===== config.mk =====
export PLATFORM = sky130hd
export DESIGN_NAME = cam_pass_ctrl
export DESIGN_NICKNAME = d
export VERILOG_FILES = /design/src/rtl/cam_pass_ctrl.sv
export SDC_FILE = /design/constraint.sdc
export NUM_CORES = 1
export LEC_CHECK = 0
export ABC_AREA = 1
export BUFFER_PORTS_ARGS = -buffer_cell sky130_fd_sc_hd__buf_2
export CAP_MARGIN = 20
export CORE_MARGIN = 1.5
export CORE_UTILIZATION = 53
export CTS_BUF_LIST = sky130_fd_sc_hd__clkbuf_8
export CTS_CLUSTER_DIAMETER = 50
export DETAILED_ROUTE_END_ITERATION = 8
export PLACE_DENSITY = 0.87
export SLEW_MARGIN = 15
export SYNTH_ARGS = -nofsm -noshare
export SYNTH_HDL_FRONTEND = slang
export SYNTH_SLANG_ARGS = --single-unit

===== constraint.sdc =====
create_clock -name clka -period 8.9 [get_ports clka]
set_input_delay 1.335 -clock clka [delete_from_list [all_inputs] [get_ports clka]]
set_output_delay 1.335 -clock clka [all_outputs]
set_load 0.01 [all_outputs]

===== src/rtl/cam_pass_ctrl.sv =====
// Associative-pass sequencer for a bank of CAM cells: masked compare, tag latch, tagged write.
// Build option CAM_PRIORITY_WRITE_EN restricts the write to the lowest-index tagged cell.
module cam_pass_ctrl #(
   parameter int unsigned NUM_CELLS     = 8,
   parameter int unsigned RAM_WIDTH     = 8,
   parameter int unsigned RAM_ADDR_BITS = 1
) (
   input  logic                             clka,
   input  logic                             rst,
   input  logic                             cmd_valid,
   output logic                             cmd_ready,
   input  logic [RAM_ADDR_BITS-1:0]         cmd_addr,
   input  logic [RAM_WIDTH-1:0]             cmd_key,
   input  logic [RAM_WIDTH-1:0]             cmd_cmask,
   input  logic [RAM_WIDTH-1:0]             cmd_data,
   input  logic [RAM_WIDTH-1:0]             cmd_wmask,
   input  logic                             cmd_write,
   output logic [RAM_ADDR_BITS-1:0]         addr,
   output logic [RAM_WIDTH-1:0]             masked_key,
   output logic [RAM_WIDTH-1:0]             masked_dina,
   output logic [RAM_WIDTH-1:0]             mask,
   output logic [NUM_CELLS-1:0]             wea_vec,
   input  logic [NUM_CELLS-1:0]             match_vec,
   output logic                             done,
   output logic [$clog2(NUM_CELLS+1)-1:0]   match_count,
   output logic [NUM_CELLS-1:0]             tags
);

   localparam int unsigned CntW = $clog2(NUM_CELLS + 1);

   localparam logic [1:0] StIdle    = 2'd0;
   localparam logic [1:0] StCompare = 2'd1;
   localparam logic [1:0] StWrite   = 2'd2;
   localparam logic [1:0] StDone    = 2'd3;

   logic [1:0]               state_q, state_d;
   logic [RAM_ADDR_BITS-1:0] addr_q;
   logic [RAM_WIDTH-1:0]     key_q;
   logic [RAM_WIDTH-1:0]     cmask_q;
   logic [RAM_WIDTH-1:0]     data_q;
   logic [RAM_WIDTH-1:0]     wmask_q;
   logic                     write_q;
   logic [NUM_CELLS-1:0]     tags_q;
   logic [CntW-1:0]          count_q;

   logic                     accept;
   logic [CntW-1:0]          popcnt;
   logic [NUM_CELLS-1:0]     wr_sel;

   assign accept = cmd_valid && (state_q == StIdle);

   always_comb begin
      popcnt = '0;
      for (int i = 0; i < NUM_CELLS; i++) begin
         popcnt = popcnt + CntW'(match_vec[i]);
      end
   end

`ifdef CAM_PRIORITY_WRITE_EN
   // Two's-complement trick isolates the lowest set tag bit.
   assign wr_sel = tags_q & (~tags_q + {{(NUM_CELLS-1){1'b0}}, 1'b1});
`else
   assign wr_sel = tags_q;
`endif

   always_comb begin
      state_d = state_q;
      unique case (state_q)
         StIdle:    if (cmd_valid) state_d = StCompare;
         StCompare: state_d = write_q ? StWrite : StDone;
         StWrite:   state_d = StDone;
         StDone:    state_d = StIdle;
         default:   state_d = StIdle;
      endcase
   end

   always_ff @(posedge clka) begin
      if (rst) begin
         state_q <= StIdle;
         addr_q  <= '0;
         key_q   <= '0;
         cmask_q <= '0;
         data_q  <= '0;
         wmask_q <= '0;
         write_q <= 1'b0;
         tags_q  <= '0;
         count_q <= '0;
      end else begin
         state_q <= state_d;
         if (accept) begin
            addr_q  <= cmd_addr;
            key_q   <= cmd_key;
            cmask_q <= cmd_cmask;
            data_q  <= cmd_data;
            wmask_q <= cmd_wmask;
            write_q <= cmd_write;
         end
         if (state_q == StCompare) begin
            tags_q  <= match_vec;
            count_q <= popcnt;
         end
      end
   end

   // Broadcast values are held from the captured command; mask alone gates what the cells use.
   always_comb begin
      mask    = '0;
      wea_vec = '0;
      unique case (state_q)
         StCompare: mask = cmask_q;
         StWrite: begin
            mask    = wmask_q;
            wea_vec = wr_sel;
         end
         default: begin
            mask    = '0;
            wea_vec = '0;
         end
      endcase
   end

   assign cmd_ready   = (state_q == StIdle);
   assign addr        = addr_q;
   assign masked_key  = key_q & cmask_q;
   assign masked_dina = data_q & wmask_q;
   assign done        = (state_q == StDone);
   assign match_count = count_q;
   assign tags        = tags_q;

endmodule


# After elaboration in Yosys (flattened, before gate mapping)

Cells that the tools add are included.
W data, S select, Z words.

Reduce and logical (&&, ||, !) cells: 2
Bitwise operators: 2
Multiplexer cells: 5
Add/sub/neg operators: 7
Equality and inequality tests: 4

Operators with widths:

| operator             | count |
|---|---|
| $add A4 B1 Y4        | 4 |
| $and A8 B8 Y8        | 2 |
| $pmux W8 S2          | 1 |
| $mux W8              | 1 |
| $pmux W2 S4          | 1 |
| $add A3 B1 Y4        | 1 |
| $eq A2 B2 Y1 const B | 2 |
| $add A2 B1 Y3        | 1 |
| $add A1 B1 Y2        | 1 |
| $eq A2 B1 Y1 const B | 1 |
| $logic_not A2 Y1     | 1 |
| $mux W2              | 1 |
| $ne A2 B2 Y1 const B | 1 |
| $logic_and A1 B1 Y1  | 1 |
| $mux W1              | 1 |

Bits in registers: 48
Logic and storage cells: 29

# Depth between registers and ports, before layout

Gate-level depths: netlist (run 1).

Depth after elaboration: 7
Mapped depth: 13
Mapped depth without buffers: 13

# Worst setup path before layout (run 1)

Ideal clock, no wire load.

Path kind: input -> register
Start point: in match_vec[0]
End point: reg count_q[2], in the netlist match_count[2]
Stages on the path: 12
Data arrival time: 3.611 ns
Setup slack: 5.180 ns
Data required time: 8.791 ns
Cells stage by stage: fa_1 inv_1 fa_1 fa_1 inv_1 ha_1 inv_1 fa_1 nand2_1 nand3_1 nand2_1 inv_1

Word-level cells in the longest chain between the ends: 7

RTL lines:

| what                       | RTL line | source |
|---|---|---|
| start, declared            | 23       | `input logic [NUM_CELLS-1:0] match_vec,` |
| $add A1 B1 Y2              | 55       | `popcnt = popcnt + CntW'(match_vec[i]);` |
| $add A2 B1 Y3              | 55       |  |
| $add A3 B1 Y4              | 55       |  |
| $add A4 B1 Y4 (4 in a row) | 55       |  |
| end signal, assigned       | 100      | `count_q <= popcnt;` |
| end, declared              | 44       | `logic [CntW-1:0] count_q;` |

Every way passes these cells.
A chain may end at the register's enable or synchronous reset.

# Final worst setup path (run 1)

Same ends and word-level chain as after synthesis.

==> metrics, run 1 <==
outcome=complete, no violations; largest net degree at the start of global routing=47; Die Wd=68.0 µm; Die ar.=4630 µm²; CTS hold repair buffers=0; total grt overflow=0; crit path DAT=3.95 ns; hold slack=0.486 ns; met3 wire length=302 µm; Tcrit/Tclk final=0.420; row count=23; syn nets=377; Most used DFF post-synth=dfxtp_1; total of max-cap violations=0; fillers=365; Routability Congestion=0.708; sequential element share of the synthesized area=0.429; vias=2184; 1st-iter DRT viols=89; Clock Latency Late Sink=0.30 ns; height of the die=68.0 µm; WS Path Type=in2reg; f_max=0.267 GHz; post-layout util=0.682; RSZ-0062 raised after global routing=false; number of buffers created by CTS=5; synthesized area=2240 µm²; root buf cell=clkbuf_8; post-DP HPWL=3570 µm; Worst slew margin=0.360; clock tree sinks=48; synthesized flop and latch total=48; list of most frequent post-synthesis cells=nor2_1 (88), nand2_1 (52), dfxtp_1 (48); drt first pass iters=4; first-pass GRT wire length=7510 µm; Synth cell types=17; Metal-1 WL=2130 µm; ANT cells=0; Setup crit end kind=flip-flop; Worst Skew=0.00743 ns; CP required=9.11 ns; post-route total power=0.737 mW; asr flop ratio synth=0; actual slew at the worst max-slew pin=0.959 ns; Final Critical Period=3.74 ns; number of post-CTS setup repair buffers=0; Top Layer Used=met4; setup TNS=0 ns; Leak=1.58 nW; Routed WL=4980 µm; Final nets=460; startpoint types=input pin; cell taking the most area after synthesis=dfxtp_1; # setup viols final=0; final hold vios=0; average size of a mapped cell=6.98 µm²; DRC violation count after routing=0; gr usage total=0.214; Peak VDD IR=0.138 mV; main area contributors after synthesis=dfxtp_1 (43%), nor2_1 (15%), nand2_1 (8.7%); Starting Density=0.557; Min-Delay Path Class=reg2reg; H-tree depth=2; core footprint=4030 µm²; YS warnings=0; Met2 Wirelength=2470 µm; DRT antenna net count=0; share of layout cells above drive strength 1=0.252; Boundary Pins=92; CTS tree=yes; Slew Limit Fails=0; Avg WL per Cell=10.9 µm; P per Cell Area=268 nW/µm²; Synth top area share=0.429; count leader, synth=nor2_1; vias in the first global route=1874; clk slew on worst S/H paths=0.09 ns; Design Area, Final=2750 µm²; Post-CTS Resized=0; synthesized instance count=321; EDFF count, synth=0; Placed Area=2660 µm²; Port Buffer Count=91; Syn-to-layout area delta=22.5%; initial antenna violation count=0; critical path peak fanout=2; vias per cell=4.80; clk buf depth=2
[cell usage in the layout (no fill, tap or decap)]
| master | count |
|---|---|
| inv_4 | 1 |
| o21ai_0 | 28 |
| nand3_1 | 3 |
| nor2_1 | 88 |
| nand2_1 | 52 |
| ha_1 | 7 |
| o21ai_1 | 16 |
| fa_1 | 4 |
| a21oi_1 | 13 |
| inv_1 | 44 |
| clkinv_2 | 2 |
| nand2_4 | 1 |
| clkinv_4 | 1 |
| dfxtp_1 | 48 |
| inv_2 | 1 |
| buf_2 | 91 |
| clkbuf_8 | 5 |
[worst max-delay path, stage by stage]
cell and delay, ns:
buf_2 0.12, fa_1 0.54, inv_1 0.06, fa_1 0.50
fa_1 0.41, inv_1 0.07, ha_1 0.17, inv_1 0.06
fa_1 0.38, nand2_1 0.09, nand3_1 0.08, nand2_1 0.10
inv_1 0.04
[metal layers]
| metal | vias up | GRT usage |
|---|---|---|
| met1 | 970 | 0.221 |
| li1 | 1139 | - |
| met5 | - | 0 |
| met4 | 0 | 0.0850 |
| met2 | 66 | 0.413 |
| met3 | 9 | 0.0477 |
[flip-flops by register name, indices dropped and copies added, names as in the netlist]
name / count
cmask_q: 8
data_q: 8
key_q: 8
tags: 8
wmask_q: 8
match_count: 4
state_q: 2
addr: 1
write_q: 1
[logic make-up after synthesis]
group                    count (synthesis)  synth area share
adder cells (fa/ha/maj)                 11            0.0748
flip-flops                              48             0.429
AND/OR/NAND/NOR                        144             0.246
buffers and inverters                   61             0.123
AO/OA/AOI/OAI                           57             0.127
[stage by stage]
step | std cells | setup WS (ns)
floorplan | 321 | 5.18
global placement | 447 | 4.93
finish | 455 | 5.16
CTS | 455 | 5.16
global route | 455 | 5.03
detailed placement | 447 | 4.86
[worst paths after layout]
path / from / slack [ns] / to / cells past startpoint
max: match_vec[0] / 5.16 / match_count[2] / 13
min: write_q / 0.49 / write_q / 2
min reg2reg: write_q / 0.49 / write_q / 2
max reg2reg: state_q[1] / 7.08 / tags[0] / 5
[final cells by class]
type | count | area (µm²) | share of cell area
clock inverter | 3 | 18.8 | 0.00683
inverter | 46 | 175 | 0.0638
tap | 50 | 62.6 | 0.0228
timing repair buffer | 91 | 455 | 0.166
clock buffer | 5 | 68.8 | 0.0251
sequential | 48 | 961 | 0.350
multi-input combinational | 212 | 1000 | 0.366
[power by group]
part           leakage [nW]  total (mW)  internal, mW  switching, mW
clock network        0.0479       0.125        0.0548         0.0706
registers             0.397       0.318         0.279         0.0396
logic                  1.14       0.293         0.104          0.189
total                  1.58       0.737         0.438          0.299
No activity file was read; power rests on OpenSTA's default activity.
==> run 2: changes to the inputs <==
Settings changed: CORE_UTILIZATION 53 to 50, PLACE_DENSITY 0.87 to 0.83.
Clock period 8.9 ns to 3.75 ns, I/O delays scaled along.
==> run 2 against run 1 <==
Clock power is 150% higher. Register-to-register slack worse by 4.9 ns. First-iteration DRC count is 56% higher. Via count rose by 0.46%. Clock-buffer cell count up 1. Critical path depth unchanged. Total power is 140% higher. Sequential power up 140%. Clock skew is 0.0050 ns lower. Highest routed layer unchanged.
==> metrics, run 2 (synthesized netlist as in run 1, its figures left out) <==
Finished Layout Cells=458 (+0.66%); first-pass GRT wire length=8230 µm (+9.5%); reg2reg start=state_q[0]; total grt overflow=0 (unchanged); core footprint=4320 µm² (+7.3%); CTS tree=yes; setup TNS=0 ns (unchanged); largest net degree at the start of global routing=47 (unchanged); clock tree sinks=48 (unchanged); crit path DAT=3.08 ns (-0.87 ns); Post-CTS Resized=0 (unchanged); worst reg2reg path endpoint=key_q[5]; outcome=complete, no violations; critical path peak fanout=2 (unchanged); Slew Limit Fails=0 (unchanged); Worst slew margin=0.554 (+0.194); Boundary Pins=92 (unchanged); CTS hold repair buffers=0 (unchanged); Final Critical Period=2.88 ns; height of the die=70.0 µm (+2.8%); Clock Latency Late Sink=0.29 ns (about the same); Peak VDD IR=0.302 mV (+120%); f_max=0.347 GHz; clk slew on worst S/H paths=0.08 ns (about the same); clk buf depth=2 (unchanged); Die ar.=4900 µm² (+5.7%); number of buffers created by CTS=5 (unchanged); share of layout cells above drive strength 1=0.249 (-0.00308); WS Path Type=in2reg; Port Buffer Count=91 (unchanged); vias=2194 (+0.46%); drt first pass iters=4 (unchanged); final hold vios=0 (unchanged); Starting Density=0.519 (-0.0380); Tcrit/Tclk final=0.768; initial antenna violation count=0 (unchanged); DRC violation count after routing=0 (unchanged); startpoint types=input pin; placed insts=450 (+0.67%); CP required=3.95 ns (-5.16 ns); actual slew at the worst max-slew pin=0.668 ns (-0.291 ns); post-route total power=1.76 mW (+140%); post-DP HPWL=3590 µm (+0.66%); vias per cell=4.79 (-0.20%); root buf cell=clkbuf_8; cell count of the worst hold path=2 (unchanged); reg2reg path depth=6 (+1); vias in the first global route=1908 (+1.8%); RSZ-0062 raised after global routing=false; Final nets=461 (+0.22%); Die Wd=70.0 µm (+2.8%); most frequent cells in the layout=buf_2 (91), nor2_1 (88), nand2_1 (52); H-tree depth=2 (unchanged); gr usage total=0.204 (-0.0101); HP Start=data_q[5]; Worst Hold End=data_q[5]; ANT cells=0 (unchanged); Avg WL per Cell=10.9 µm (about the same); number of post-CTS setup repair buffers=0 (unchanged); commonest non-fill, non-tap cell in the layout=buf_2; DRT antenna net count=0 (unchanged); # setup viols final=0 (unchanged); Setup crit end kind=flip-flop; row count=24 (+4.3%); Worst Skew=0.00241 ns (-0.00502 ns); total of max-cap violations=0 (unchanged); Min-Delay Path Class=reg2reg; 1st-iter DRT viols=139 (+56%); Routability Congestion=0.841 (+19%); P per Cell Area=639 nW/µm² (+140%); Routed WL=5010 µm (+0.56%); hold slack=0.491 ns (+0.00499 ns); Syn-to-layout area delta=23.0%; Leak=1.60 nW (+0.70%); R2R Setup Slk=2.15 ns (-4.93 ns)
==> run 2: cell types whose count changed in the layout (fill, tap and decap cells not counted), sizes merged <==
cell,change
buf,+1
clkbuf,+1
clkinv,-3
inv,+2
==> run 2: critical path, stage by stage <==
cell and delay, ns:
buf_2 0.11, fa_1 0.53, inv_1 0.05, fa_1 0.50, fa_1 0.41, inv_1 0.07
ha_1 0.16, inv_1 0.05, fa_1 0.37, nand2_1 0.08, nand3_1 0.08, nand2_1 0.06
inv_1 0.03
==> run 2: metrics by stage <==
step                utilization  cell area (µm²)  worst slack (ns)
floorplan                     -             2240             0.803
global placement          0.617             2670             0.588
detailed placement        0.617             2670             0.549
CTS                       0.638             2760             0.859
global route              0.638             2760             0.763
finish                    0.638             2760             0.869
==> run 2: worst max-delay path by stage <==
stage	from	end
after CTS	match_vec[0]	match_count[2]
after detailed placement	match_vec[0]	match_count[2]
final	match_vec[0]	match_count[2]
after floorplan	match_vec[0]	match_count[2]
after global placement	match_vec[0]	match_count[2]
after global routing	match_vec[0]	match_count[2]
==> run 2: power breakdown <==
group	internal, mW	total, mW	switching [mW]
clock	0.145	0.308	0.163
sequential	0.662	0.757	0.0950
combinational	0.252	0.698	0.447
==> run 2: metal layers <==
metal,global-route usage,wire length (µm),up-vias
met1,0.253,2190,975
li1,-,-,1137
met2,0.352,2390,76
met3,0.0534,382,6
met5,0,0,-
met4,0.0534,40,0
==> run 2: layout make-up <==
class / count / area, µm²
fillers: 419 / 1570
multi-input cells: 212 / 1000
inverters: 46 / 175
repair buffers: 92 / 463
clock buffers: 6 / 82.6
clock inverters: 2 / 7.51
well taps: 52 / 65.1
flip-flops and latches: 48 / 961
